==> src/rtl/fanfare_seq.sv <==
// Piezo fanfare player: plays one of four fixed note tables as a square wave
// on a differential buzzer pair, repeating the tune reps+1 times.
module fanfare_seq #(
  parameter int CLK_FREQ_HZ = 50_000_000,
  parameter int DUR_SHIFT   = 0
) (
  input  logic       clk,
  input  logic       rst_n,
  input  logic       go,
  input  logic [1:0] tune,
  input  logic [1:0] reps,
  input  logic       abort,
  output logic       piezo,
  output logic       piezo_n,
  output logic       busy,
  output logic       done
);
  typedef enum logic [1:0] {IDLE, PLAY, NEXT} state_t;

  localparam logic [31:0] HALF_G6 = 32'(CLK_FREQ_HZ / (2 * 1568));
  localparam logic [31:0] HALF_C7 = 32'(CLK_FREQ_HZ / (2 * 2093));
  localparam logic [31:0] HALF_E7 = 32'(CLK_FREQ_HZ / (2 * 2637));
  localparam logic [31:0] HALF_G7 = 32'(CLK_FREQ_HZ / (2 * 3136));

  localparam logic [24:0] D22    = 25'd1 << 22;
  localparam logic [24:0] D23    = 25'd1 << 23;
  localparam logic [24:0] D24    = 25'd1 << 24;
  localparam logic [24:0] D23_22 = D23 + D22;

  state_t      state, state_next;
  logic [1:0]  tune_q, reps_q, rep_cnt;
  logic [2:0]  note_idx, note_last;
  logic [24:0] dur_cnt, dur_full, dur_cur;
  logic [31:0] tone_cnt, half_cur;
  logic        tone_q;
  logic        last_note, last_rep, finish, sounding;

  // Note table lookup for the latched tune; tune 3 has no notes at all.
  always_comb begin
    half_cur  = HALF_G6;
    dur_full  = D23;
    note_last = 3'd0;
    case (tune_q)
      2'd0: begin
        note_last = 3'd5;
        case (note_idx)
          3'd0:    begin half_cur = HALF_G6; dur_full = D23;    end
          3'd1:    begin half_cur = HALF_C7; dur_full = D23;    end
          3'd2:    begin half_cur = HALF_E7; dur_full = D23;    end
          3'd3:    begin half_cur = HALF_G7; dur_full = D23_22; end
          3'd4:    begin half_cur = HALF_E7; dur_full = D22;    end
          default: begin half_cur = HALF_G7; dur_full = D24;    end
        endcase
      end
      2'd1: begin
        note_last = 3'd1;
        if (note_idx == 3'd0) begin half_cur = HALF_E7; dur_full = D22; end
        else                  begin half_cur = HALF_C7; dur_full = D23; end
      end
      2'd2: begin
        note_last = 3'd1;
        if (note_idx == 3'd0) begin half_cur = HALF_G6; dur_full = D22; end
        else                  begin half_cur = HALF_G7; dur_full = D22; end
      end
      default: ;
    endcase
  end

  assign dur_cur   = dur_full >> DUR_SHIFT;
  assign last_note = (note_idx == note_last);
  assign last_rep  = (rep_cnt == reps_q);

  always_comb begin
    state_next = state;
    case (state)
      IDLE: if (go) state_next = (tune == 2'd3) ? NEXT : PLAY;
      PLAY: if (dur_cnt == dur_cur - 25'd1) state_next = NEXT;
      NEXT: begin
        if (tune_q == 2'd3 || (last_note && last_rep)) state_next = IDLE;
        else                                            state_next = PLAY;
      end
      default: state_next = IDLE;
    endcase
    if (abort) state_next = IDLE;
  end

  // done only on a natural end of the tune; abort suppresses it.
  assign finish = (state == NEXT) && (state_next == IDLE) && !abort;

  always_ff @(posedge clk) begin
    if (!rst_n) begin
      state    <= IDLE;
      tune_q   <= 2'd0;
      reps_q   <= 2'd0;
      rep_cnt  <= 2'd0;
      note_idx <= 3'd0;
      dur_cnt  <= 25'd0;
      tone_cnt <= 32'd0;
      tone_q   <= 1'b0;
      done     <= 1'b0;
    end else begin
      state <= state_next;
      done  <= finish;
      case (state)
        IDLE: begin
          if (state_next != IDLE) begin
            tune_q   <= tune;
            reps_q   <= reps;
            rep_cnt  <= 2'd0;
            note_idx <= 3'd0;
          end
        end
        PLAY: begin
          dur_cnt <= dur_cnt + 25'd1;
          if (tone_cnt == half_cur - 32'd1) begin
            tone_cnt <= 32'd0;
            tone_q   <= ~tone_q;
          end else begin
            tone_cnt <= tone_cnt + 32'd1;
          end
        end
        NEXT: begin
          tone_cnt <= 32'd0;
          if (last_note) begin
            note_idx <= 3'd0;
            rep_cnt  <= rep_cnt + 2'd1;
          end else begin
            note_idx <= note_idx + 3'd1;
          end
        end
        default: ;
      endcase
      // Every note starts with piezo high and fresh counters.
      if (state_next == PLAY && state != PLAY) begin
        dur_cnt  <= 25'd0;
        tone_cnt <= 32'd0;
        tone_q   <= 1'b1;
      end
    end
  end

  assign busy     = (state != IDLE);
  assign sounding = busy && (tune_q != 2'd3);
  assign piezo    = sounding & tone_q;
  assign piezo_n  = sounding & ~tone_q;

endmodule
==> config.mk <==
export PLATFORM = sky130hd
export DESIGN_NAME = fanfare_seq
export DESIGN_NICKNAME = d
export VERILOG_FILES = /design/src/rtl/fanfare_seq.sv
export SDC_FILE = /design/constraint.sdc
export NUM_CORES = 1
export LEC_CHECK = 0
export ABC_AREA = 1
export BUFFER_PORTS_ARGS = -buffer_cell sky130_fd_sc_hd__clkbuf_2
export CORE_UTILIZATION = 63
export DETAILED_ROUTE_END_ITERATION = 10
export PLACE_DENSITY = 0.76
export SYNTH_ARGS = -nofsm -noshare
export SYNTH_HDL_FRONTEND = slang
export SYNTH_SLANG_ARGS = --single-unit
==> constraint.sdc <==
create_clock -name clk -period 3.4 [get_ports clk]
set_clock_uncertainty 0.1 [all_clocks]
set_input_delay 0.17 -clock clk [delete_from_list [all_inputs] [get_ports clk]]
set_output_delay 0.17 -clock clk [all_outputs]
set_load 0.02 [all_outputs]
==> results_dict.tcl <==
set metrics [dict create \
    gp_congestion 0.9680 \
    synth-seq-cells 70 \
    fmax_ghz 0.3209 \
    cts_tree "built" \
    grt_pass1_vias 4206 \
    firstDrtPassIters 5 \
    clk_path_buf_depth 2 \
    num_antenna_cells 0 \
    ant_nets 0 \
    ys.flop_type "dfxtp_1" \
    worst_setup_path_start_kind "register" \
    period_share 0.9166 \
    synth_nets 733 \
    tns_ps 0 \
    rsz0062_at_grt "false" \
    irDropWorstVdd_mv 0.2411 \
    drive_gt1_frac 0.1415 \
    cp.arrival_ps 3250 \
    grt_most_used_layer "met2" \
    initial_core_util 0.6546 \
    rows 31 \
    yosysSeqAreaShare 0.2936 \
    use_met2 0.4846 \
    maxCapViolCount 0 \
    area_growth_pct 7.628 \
    run_status "completed" \
    port_buffers 11 \
    clkTransAtPathRegs_ps 80 \
    grt_util_met3 0.05171 \
    synth_area_um2 4773 \
    viasPerCell 5.707 \
    power_density_nw_per_um2 359.7 \
    relSlewSlack 0.5136 \
    finalPower_w 0.001848 \
    ys.warnings.count 0 \
    num_vias 4720 \
    finalNetCount 745 \
    syn_inst 711 \
    grt_max_degree 32 \
    die_area_um2 7929 \
    fp.dieW_um 89.05 \
    io_pins 12 \
    min_path_type "primary input to register" \
    cts-root-buf "clkbuf_8" \
    hold_viol 0 \
    grt_overflow_total 0 \
    end_kind "register" \
    yosysUniqueCellTypes 38 \
    hpwl_um 8528 \
    clkSinkCount 70 \
    die_y_um 89.05 \
    drtIter0Drc 443 \
    worst_slew_pin_slew_ps 729.6 \
    crit_fanout 9 \
    slew_violations 0 \
    wire_per_inst_um 14.09 \
    worst-setup-path-type "register to register" \
    drc 0 \
    core_um2 7292 \
    synth-edff-count 0 \
    insertion_delay_ps 360 \
    cts_buffers 9 \
    grt_pass1_wl_um 19060 \
    fin_crit_ps 3116 \
    async_reset_ff_frac 0 \
    setup_viol 0 \
    antenna_found_initial 0 \
    htreeDepth 3 \
    globalRouteTotalUtil 0.3088 \
    syn_avg_cell_area_um2 6.714 \
    totalWireLength_um 11650 \
    crit_required_ps 3530 \
    use_met1 0.4295 \
    leakagePower_nw 1.858 \
]
## cell type report
cell class | count | area, um^2
Multi-Input combinational cell | 546 | 2965
Clock buffer | 10 | 137.6
Sequential cell | 70 | 1403
Fill cell | 665 | 2155
Timing Repair Buffer | 22 | 161.4
Inverter | 74 | 277.8
Tap cell | 99 | 123.9
Clock inverter | 6 | 68.82
## registers in the layout, summed over array words and instances (netlist names), 2 cells and up
signal and flops:
rep_cnt 2, dur_cnt 25, tune_q 2, state 2, tone_cnt 32, reps_q 2, note_idx 3
## metrics by stage
step	instance area (um^2)	hold WS [ps]	std cells	util	worst slack, ps
after global placement	4853	263.2	805	0.6656	283.9
after global routing	5137	36.65	827	0.7045	25.20
after detailed placement	4853	271.6	805	0.6656	206.1
after CTS	5090	10.21	824	0.6980	147.5
final	5137	12.92	827	0.7045	283.7
after floorplan	4773	148.5	711	-	668.4
## cell usage after synthesis (2+ instances only)
master    count  share of area
ha_1         14          0.037
clkbuf_1      8         0.0063
inv_1        68          0.053
buf_4         4         0.0063
nor3_1       24          0.025
dfxtp_1      70           0.29
nor3b_1       2         0.0031
a21oi_2      20          0.037
o21ai_1       2         0.0021
nand3_2       2         0.0042
o21ai_2       3         0.0055
nand2_2       7         0.0092
buf_2         4         0.0042
nand2_1     173           0.14
nor2_2        7         0.0092
nand3b_1      8          0.013
inv_2         6         0.0047
nor4_1       14          0.018
nand3_1      46          0.048
o21ai_0      12          0.013
nand2_4       4         0.0094
a31oi_1       2         0.0026
or2_2         9          0.012
nand4_1      34          0.045
xnor2_1      10          0.018
buf_6         4         0.0094
nor2_1       89          0.070
a21oi_1      27          0.028
xor2_1       28          0.051
nor2_4        2         0.0047
## report_power, final
part | switching [W] | internal (W)
Sequential | 0.0000166 | 0.000832
Combinational | 0.000199 | 0.0000984
Clock | 0.000339 | 0.000362
Total | 0.000555 | 0.00129
## path summary, 6_finish.rpt
check	startpoint	to	slack, ps	cells past startpoint
worst max-delay path	note_idx[1]	tone_cnt[11]	280	16
worst min-delay path	tune[1]	tune_q[1]	10	3
worst max register to register	note_idx[1]	tone_cnt[11]	280	16
worst min register to register	reps_q[0]	reps_q[0]	380	2
## layout by cell type, fill, tap and decap left out, types with 9 or more instances in the layout
cell type	netlist	routed
nor3_1	24	23
o21ai_0	12	12
a21oi_2	20	20
nand2_1	173	172
nand4_1	34	34
xor2_1	28	28
ha_1	14	14
clkbuf_2	0	11
a21oi_1	27	27
nand3_1	46	46
or2_2	9	9
inv_1	68	68
dfxtp_1	70	69
clkbuf_8	1	10
nor4_1	14	14
xnor2_1	10	10
nor2_1	89	88
## metal layers
| layer | part of all wire | up-vias |
|---|---|---|
| li1 | - | 2358 |
| met1 | 0.47 | 2188 |
| met2 | 0.45 | 155 |
| met3 | 0.064 | 19 |
| met4 | 0.014 | 0 |
| met5 | 0 | - |
## critical path, stage by stage, from the launching register on
cell      delay, ps
dfxtp_1         340
inv_1           110
ha_1            250
nand2_1         140
nand3_1         110
nand2_1         110
o21ai_2         220
ha_1            280
xor2_1          160
nand4_1         130
nor3_2          230
nand3_1         120
nor2_2          140
nand4_4         180
buf_12          200
nand3b_1         90
a21oi_2          60
## logic make-up after synthesis
kind of cell | share of synthesized area
fa+ha+maj | 0.03670
flops | 0.2936
simple gates | 0.4202
compound gates | 0.09253
buf+inv | 0.08729
xor+xnor | 0.06972
## what timing repair did
item	CTS	global route
endpoints found under the setup margin	0	33
buffers inserted	0	3
hold endpoints to repair	3	0
hold buffers	3	0
gates resized for setup	0	4
No activity file was read; power rests on OpenSTA's default activity.
